**src/rtl/pipe_int_ctrl.sv**
```systemverilog
// Pipeline interrupt controller: synchronises irq, drains the pipeline, vectors to the ISR
// and returns, while also resolving load-use and memory-wait stalls in decode.
module pipe_int_ctrl #(
  parameter int unsigned DRAIN_CYC = 2
) (
  input  logic       clk,
  input  logic       rst_n,
  input  logic       irq,
  input  logic       id_valid,
  input  logic       id_branch,
  input  logic       id_reti,
  input  logic [4:0] id_rs0,
  input  logic [4:0] id_rs1,
  input  logic       x_memrd,
  input  logic [4:0] x_rd,
  input  logic       mem_busy,
  output logic       stall_fd,
  output logic       bubble_dx,
  output logic       flush_fd,
  output logic       inter,
  output logic       ilr_we,
  output logic       in_isr,
  output logic [2:0] st
);

  typedef enum logic [2:0] {
    IDLE   = 3'd0,
    DRAIN  = 3'd1,
    VECTOR = 3'd2,
    ISR    = 3'd3,
    RETURN = 3'd4
  } state_e;

  localparam logic [3:0] CNT_LOAD = 4'(DRAIN_CYC - 32'd1);

  state_e     state_q, state_d;
  logic [3:0] cnt_q, cnt_d;
  logic       pend_q, pend_d;
  logic [2:0] sync_q;
  logic [1:0] prime_q;
  logic       hazard_s;
  logic       edge_s;

  // The edge detector stays blind until the chain holds three real samples, so an irq
  // already high when reset is released is never mistaken for a fresh request.
  assign edge_s   = sync_q[1] & ~sync_q[2] & (prime_q == 2'd3);
  assign hazard_s = id_valid & x_memrd & (x_rd != 5'd0) & ((x_rd == id_rs0) | (x_rd == id_rs1));
  assign pend_d   = edge_s | (pend_q & ~((state_q == DRAIN) & (state_d == VECTOR)));
  assign st       = state_q;

  // Synchroniser, priming counter and pending flag
  always_ff @(posedge clk or negedge rst_n) begin
    if (!rst_n) begin
      sync_q  <= 3'd0;
      prime_q <= 2'd0;
      pend_q  <= 1'b0;
    end else begin
      sync_q  <= {sync_q[1:0], irq};
      prime_q <= (prime_q == 2'd3) ? prime_q : prime_q + 2'd1;
      pend_q  <= pend_d;
    end
  end

  // State and drain counter registers
  always_ff @(posedge clk or negedge rst_n) begin
    if (!rst_n) begin
      state_q <= IDLE;
      cnt_q   <= 4'd0;
    end else begin
      state_q <= state_d;
      cnt_q   <= cnt_d;
    end
  end

  // Next-state and drain counter logic
  always_comb begin
    state_d = state_q;
    cnt_d   = cnt_q;
    case (state_q)
      IDLE: begin
        if (pend_q && !id_branch && !mem_busy) begin
          state_d = DRAIN;
          cnt_d   = CNT_LOAD;
        end else begin
          state_d = IDLE;
        end
      end
      DRAIN: begin
        if (!mem_busy) begin
          if (cnt_q == 4'd0) begin
            state_d = VECTOR;
          end else begin
            cnt_d = cnt_q - 4'd1;
          end
        end else begin
          cnt_d = cnt_q;
        end
      end
      VECTOR: state_d = ISR;
      ISR: begin
        if (id_valid && id_reti && !stall_fd) begin
          state_d = RETURN;
        end else begin
          state_d = ISR;
        end
      end
      RETURN:  state_d = IDLE;
      default: state_d = IDLE;
    endcase
  end

  // Output decode; only IDLE and ISR let the hazard and memory wait through
  always_comb begin
    stall_fd  = 1'b0;
    bubble_dx = 1'b0;
    flush_fd  = 1'b0;
    inter     = 1'b0;
    ilr_we    = 1'b0;
    in_isr    = 1'b0;
    case (state_q)
      IDLE: begin
        stall_fd  = hazard_s | mem_busy;
        bubble_dx = hazard_s;
      end
      DRAIN: begin
        stall_fd  = 1'b1;
        bubble_dx = 1'b1;
      end
      VECTOR: begin
        flush_fd = 1'b1;
        inter    = 1'b1;
        ilr_we   = 1'b1;
      end
      ISR: begin
        in_isr    = 1'b1;
        stall_fd  = hazard_s | mem_busy;
        bubble_dx = hazard_s;
      end
      RETURN: begin
        flush_fd = 1'b1;
        in_isr   = 1'b1;
      end
      default: begin
        stall_fd = 1'b0;
      end
    endcase
  end

endmodule

```
**config.mk**
```make
export PLATFORM = sky130hd
export DESIGN_NAME = pipe_int_ctrl
export DESIGN_NICKNAME = d
export VERILOG_FILES = /design/src/rtl/pipe_int_ctrl.sv
export SDC_FILE = /design/constraint.sdc
export NUM_CORES = 1
export LEC_CHECK = 0
export CORE_UTILIZATION = 46
export DETAILED_ROUTE_END_ITERATION = 10
export GPL_ROUTABILITY_DRIVEN = 0
export PLACE_DENSITY = 0.84
export SLEW_MARGIN = 25
export SYNTH_ARGS = -nofsm -noshare
export SYNTH_HDL_FRONTEND = slang
export SYNTH_SLANG_ARGS = --single-unit
```
**constraint.sdc**
```tcl
create_clock -name clk -period 2.3 [get_ports clk]
set_input_delay 0.23 -clock clk [delete_from_list [all_inputs] [get_ports clk]]
set_output_delay 0.23 -clock clk [all_outputs]
set_load 0.1 [all_outputs]
```
==> results of run 1 <==
-- per-stage QoR --
stage | hold WS (ps) | setup slack (ps) | cells | utilization | cell area [um2]
floorplan | -65.59 | 14.95 | 89 | - | 850.8
global placement | 333.7 | 295.7 | 140 | 0.7331 | 1169
detailed placement | 340.1 | 271.1 | 140 | 0.7331 | 1169
CTS | 322.5 | 256.3 | 144 | 0.7496 | 1195
global route | 358.7 | 145.4 | 144 | 0.7496 | 1195
finish | 316.6 | 254.2 | 144 | 0.7496 | 1195
-- routing by layer --
metal | vias up | global-route usage | routed length (um)
li1 | 367 | - | -
met1 | 338 | 0.2637 | 777
met2 | 27 | 0.3559 | 935
met3 | 4 | 0.07755 | 111
met4 | 0 | 0.09091 | 32
met5 | - | 0 | 0
-- registers in the layout, indices dropped and copies added (netlist names) --
signal,cells
cnt_q,4
sync_q,3
prime_q,2
pend_q,1
st,3
-- power breakdown --
part / switching, mW / internal, mW / total (mW) / leakage, nW
Sequential: 0.0906 / 0.286 / 0.377 / 0.144
Combinational: 0.747 / 0.315 / 1.06 / 0.308
Clock: 0.0679 / 0.0673 / 0.135 / 0.0150
Total: 0.905 / 0.668 / 1.57 / 0.467
-- worst paths after layout --
path / depth (start not counted) / to / slack (ps)
max in group asynchronous: 1 / st[1] / 1580
min: 1 / sync_q[2] / 320
min reg2reg: 0 / sync_q[1] / 350
max: 5 / stall_fd / 250
max reg2reg: 5 / cnt_q[2] / 830
min in group clk: 0 / sync_q[1] / 350
-- layout make-up --
| class | count | area [um2] |
|---|---|---|
| sequential | 13 | 329.1 |
| multi-input combinational | 69 | 485.5 |
| tap | 24 | 30.03 |
| timing repair buffer | 31 | 312.8 |
| inverter | 3 | 11.26 |
| clock buffer | 4 | 26.28 |
| fill | 118 | 399.1 |
-- cells in the mapped netlist, types with 2 or more instances --
cell type / n
a21oi_1: 3
xor2_1: 2
xnor2_1: 11
nand3_1: 5
buf_2: 2
o21ai_0: 3
nor2_1: 9
o22ai_1: 2
nand2b_1: 3
ha_1: 3
buf_4: 2
nor3_1: 2
dfrtp_1: 13
inv_1: 3
nand2_1: 11
-- worst reg2reg max path: stages, from the launching register on --
cell and delay (ps):
dfrtp_2 500, nor3b_1 330, nand3_1 170, nand3_1 120
xor2_1 150, nor2_1 60
-- logic make-up (layout without fill, tap and decap cells) --
family | after synthesis | in the layout | synth area share
xor gates and xnor gates | 13 | 13 | 0.1383
DFF | 13 | 13 | 0.3951
buffers and inverters | 7 | 38 | 0.04407
adders and majority gates | 3 | 3 | 0.04560
and+or+nand+nor | 37 | 37 | 0.2189
AOI/OAI and AO/OA | 15 | 15 | 0.1444
muxes | 1 | 1 | 0.01368
-- cell usage in the layout, fill, tap and decap left out, types with 3 or more instances in the layout --
cell type        synthesis  layout
xnor2_1                 11      11
ha_1                     3       3
inv_1                    3       3
nand3_1                  5       5
dfrtp_1                 13      10
nand2_1                 11      10
nand2b_1                 3       3
buf_4                    2       7
dfrtp_2                  0       3
nor2_1                   9       8
clkdlybuf4s50_1          0      22
clkbuf_4                 0       3
==> out/results.ini, run 1 <==
[setup_path]
slowest_stage=dfrtp_2
crit_buf_inv=1
crit_path_max_incr_delay_ps=500
path_cells=nand3b_1 > a211oi_1 > nand2_1 > o21ai_2 > buf_12
cp_top_family=flip-flops
arrival_ps=1820
cp_max_fo=11
crit_type=register to output pin
endpoint_kind=output pin
start_kind=register
cp.required_ps=2070
rr_startpoint=st[2]
startpoint=st[2]

[global_route]
grt_pass1_vias=716
grt-ovfl-total=0
grt_max_degree=14
globalRouteTotalUtil=0.2192
antenna_found_initial=0
grt_pass1_wl_mm=3.084

[route]
drtIter0Drc=11
dr_total_vias=736
final_antenna_net_count=0
drc=0
drtPass1Iterations=4
vias_per_cell=5.111
wl_mm=1.857
wl_per_cell_um=12.90

[clocking]
clkLatencyLatePin_ps=270
cts_hold_buffers=0
cts_tree=done
cts_setup_buffers=0
cts.clk_slew.worst_paths_ps=70
cts_buffers=3
cts_buffer_depth=2
cts_htree_levels=1
clkSinkCount=13
ctsResizeCount=0
cts_root_buf=clkbuf_4

[timing]
final.min_clock_period_ps=2046
fin_worst_skew_ps=4.538
fin_crit_sh=0.8895
maxSlewViolCount=0
tightest_slew_ps=568.0
rsz0062_at_grt=false
slew_headroom=0.6201
hold_violations=0
tns_ps=0
setup_viol=0
fmax_mhz=488.8

[die]
die-area_um2=1963
die_h_um=44.31
ios=32
initial_core_util=0.5165
die_x_um=44.31
rows=14
design.core.area_um2=1594

[cells_and_area]
diodes=0
syn_to_final_growth_pct=45.14
nNetsFinal=147
drive_gt1_frac=0.1917

[synth]
synth-main-ff-cell=dfrtp_1
syn_avg_cell_area_um2=9.250
synth_cell_types=30
yosys_warnings=0
yosysTopAreaCell=dfrtp_1
ys_top_cells_by_area=dfrtp_1, xnor2_1, nand2_1
syn_inst=89
synth_top_area_frac=0.3951
syn_area_um2=823.3
synth_nets=115
synthArstFlopShare=1.000
synth_seq_cells=13
ys_seq_area_frac=0.3951
synth_enable_flop_cells=0

[power_and_ir_drop]
finalPower_mw=1.574
ir_drop_uv=883.5
powerDensity_nw_per_um2=1317
cellLeakagePower_nw=0.4671

[run_status]
outcome=finished clean

[place]
portBuffers=31
hpwlAfterDp_mm=1.540

[run]
max-cap-violations=0

[min_path]
hold_path.class=input pin to asynchronous set/reset pin

Power figures use the tool's default switching activity.
==> inputs of run 2 (changes only) <==
--- a/config.mk
+++ b/config.mk
@@ -9,6 +9,7 @@
 export DETAILED_ROUTE_END_ITERATION = 10
 export GPL_ROUTABILITY_DRIVEN = 0
 export PLACE_DENSITY = 0.84
+export REMOVE_ABC_BUFFERS = 1
 export SLEW_MARGIN = 25
 export SYNTH_ARGS = -nofsm -noshare
 export SYNTH_HDL_FRONTEND = slang
==> run 2 against run 1 <==
- die area unchanged
- register-to-register slack worse by 100 ps
- hold slack worse by 4.2 ps
- critical path type is now input pin to output pin
- largest cell class unchanged
==> out/results.ini, run 2 (synthesis results as in run 1) <==
[cells_and_area]
final_area_um2=1175
nNetsFinal=148
diodes=0
final_cells=145
top_register=cnt_q
drive_gt1_frac=0.1322
most-common-layout-cells=clkdlybuf4s50_1, dfrtp_1, xnor2_1, nand2_1, nor2_1
syn_to_final_growth_pct=42.71
final_common_cell=clkdlybuf4s50_1
largest_register_ffs=4

[timing]
final.min_clock_period_ps=2125
fin_crit_sh=0.9239
hold_violations=0
tns_ps=0
maxSlewViolCount=0
rsz0062_at_grt=false
setup_viol=0
hold_slack_ps=312.4
fmax_mhz=470.6
fin_worst_skew_ps=3.160
tightest_slew_ps=558.6
slew_headroom=0.6265
setup_slack_ps=175.1

[setup_path]
crit_path_max_incr_delay_ps=550
cp.required_ps=2070
cp_top_family=simple AND/OR/NAND/NOR gates
arrival_ps=1890
cp_max_fo=3
start_kind=input pin
endpoint_kind=output pin
slowest_stage=or4_1
crit_buf_inv=2
path_cells=clkdlybuf4s50_1 > or4_1 > nor2_1 > a211oi_1 > nand2_1 > o21ai_0 > buf_12
crit_type=input pin to output pin

[run]
max-cap-violations=0

[route]
drtIter0Drc=14
vias_per_cell=4.772
dr_total_vias=692
drtPass1Iterations=4
final_antenna_net_count=0
drc=0
wl_per_cell_um=11.61
wl_mm=1.683

[clocking]
cts_setup_buffers=0
clkLatencyLatePin_ps=270
cts.clk_slew.worst_paths_ps=70
cts_buffer_depth=2
cts_tree=done
clkSinkCount=13
cts_htree_levels=1
ctsResizeCount=0
cts_hold_buffers=0
cts_buffers=3
cts_root_buf=clkbuf_4

[power_and_ir_drop]
cellLeakagePower_nw=0.4727
ir_drop_uv=847.4
powerDensity_nw_per_um2=1302

[min_path]
hold_path.class=input pin to asynchronous set/reset pin

[place]
hpwlAfterDp_mm=1.393
place_ws_ps=182.5
placed_area_um2=1149
dp.cells=141
portBuffers=31

[global_route]
antenna_found_initial=0
grt_max_degree=14
grt_pass1_vias=634
grt-ovfl-total=0
grt_pass1_wl_mm=2.677
globalRouteTotalUtil=0.1928

[die]
die_x_um=44.31
die-area_um2=1963
initial_core_util=0.5165
design.core.area_um2=1594
die_h_um=44.31
rows=14
ios=32

[run_status]
outcome=finished clean

## run 2: power breakdown
part           switching [mW]  internal (mW)
logic                   0.733          0.300
registers              0.0781          0.282
clock network          0.0688         0.0673
total                   0.880          0.650
## run 2: cell type report
class,instances,area (um2)
multi-input combinational,69,461.7
inverter,3,11.26
timing repair buffer,32,320.3
tap,24,30.03
fill,126,419.2
clock buffer,4,26.28
sequential,13,325.3
## run 2: path summary, 6_finish.rpt
| path | startpoint | endpoint | slack, ps | cells past startpoint |
|---|---|---|---|---|
| setup / recovery | x_rd[1] | stall_fd | 180 | 7 |
| hold / removal | rst_n | pend_q | 310 | 1 |
| setup reg to reg | st[0] | cnt_q[0] | 730 | 5 |
| hold reg to reg | sync_q[0] | sync_q[1] | 350 | 0 |
| max in group asynchronous | rst_n | cnt_q[0] | 1620 | 1 |
| min in group clk | sync_q[0] | sync_q[1] | 350 | 0 |
## run 2: through the flow
step,util,power [mW]
2_1_floorplan,-,1.112
3_3_place_gp,0.7206,1.381
3_5_place_dp,0.7206,1.404
4_1_cts,0.7370,1.541
5_1_grt,0.7370,1.607
6_report,0.7370,1.530
## run 2: worst reg2reg max path, stage by stage (launching register included)
cell	delay (ps)
dfrtp_1	550
inv_1	160
a2111oi_4	360
nand2_1	160
nor3_1	160
a21oi_1	60
## run 2: per-layer routing
layer / vias to the layer above / track usage / share of wire
met2: 16 / 0.3059 / 0.47
met4: 0 / 0.09091 / 0.018
met1: 302 / 0.2382 / 0.47
met3: 5 / 0.06122 / 0.046
met5: - / 0 / 0
li1: 369 / - / -
==> inputs of run 3 (changes only) <==
--- a/config.mk
+++ b/config.mk
@@ -8,6 +8,7 @@
 export CORE_UTILIZATION = 46
 export DETAILED_ROUTE_END_ITERATION = 10
 export GPL_ROUTABILITY_DRIVEN = 0
+export HOLD_SLACK_MARGIN = 0.02
 export PLACE_DENSITY = 0.84
 export REMOVE_ABC_BUFFERS = 1
 export SLEW_MARGIN = 25
==> results of run 3 <==
Final layout, timing and power as in run 2 (identical DEF).
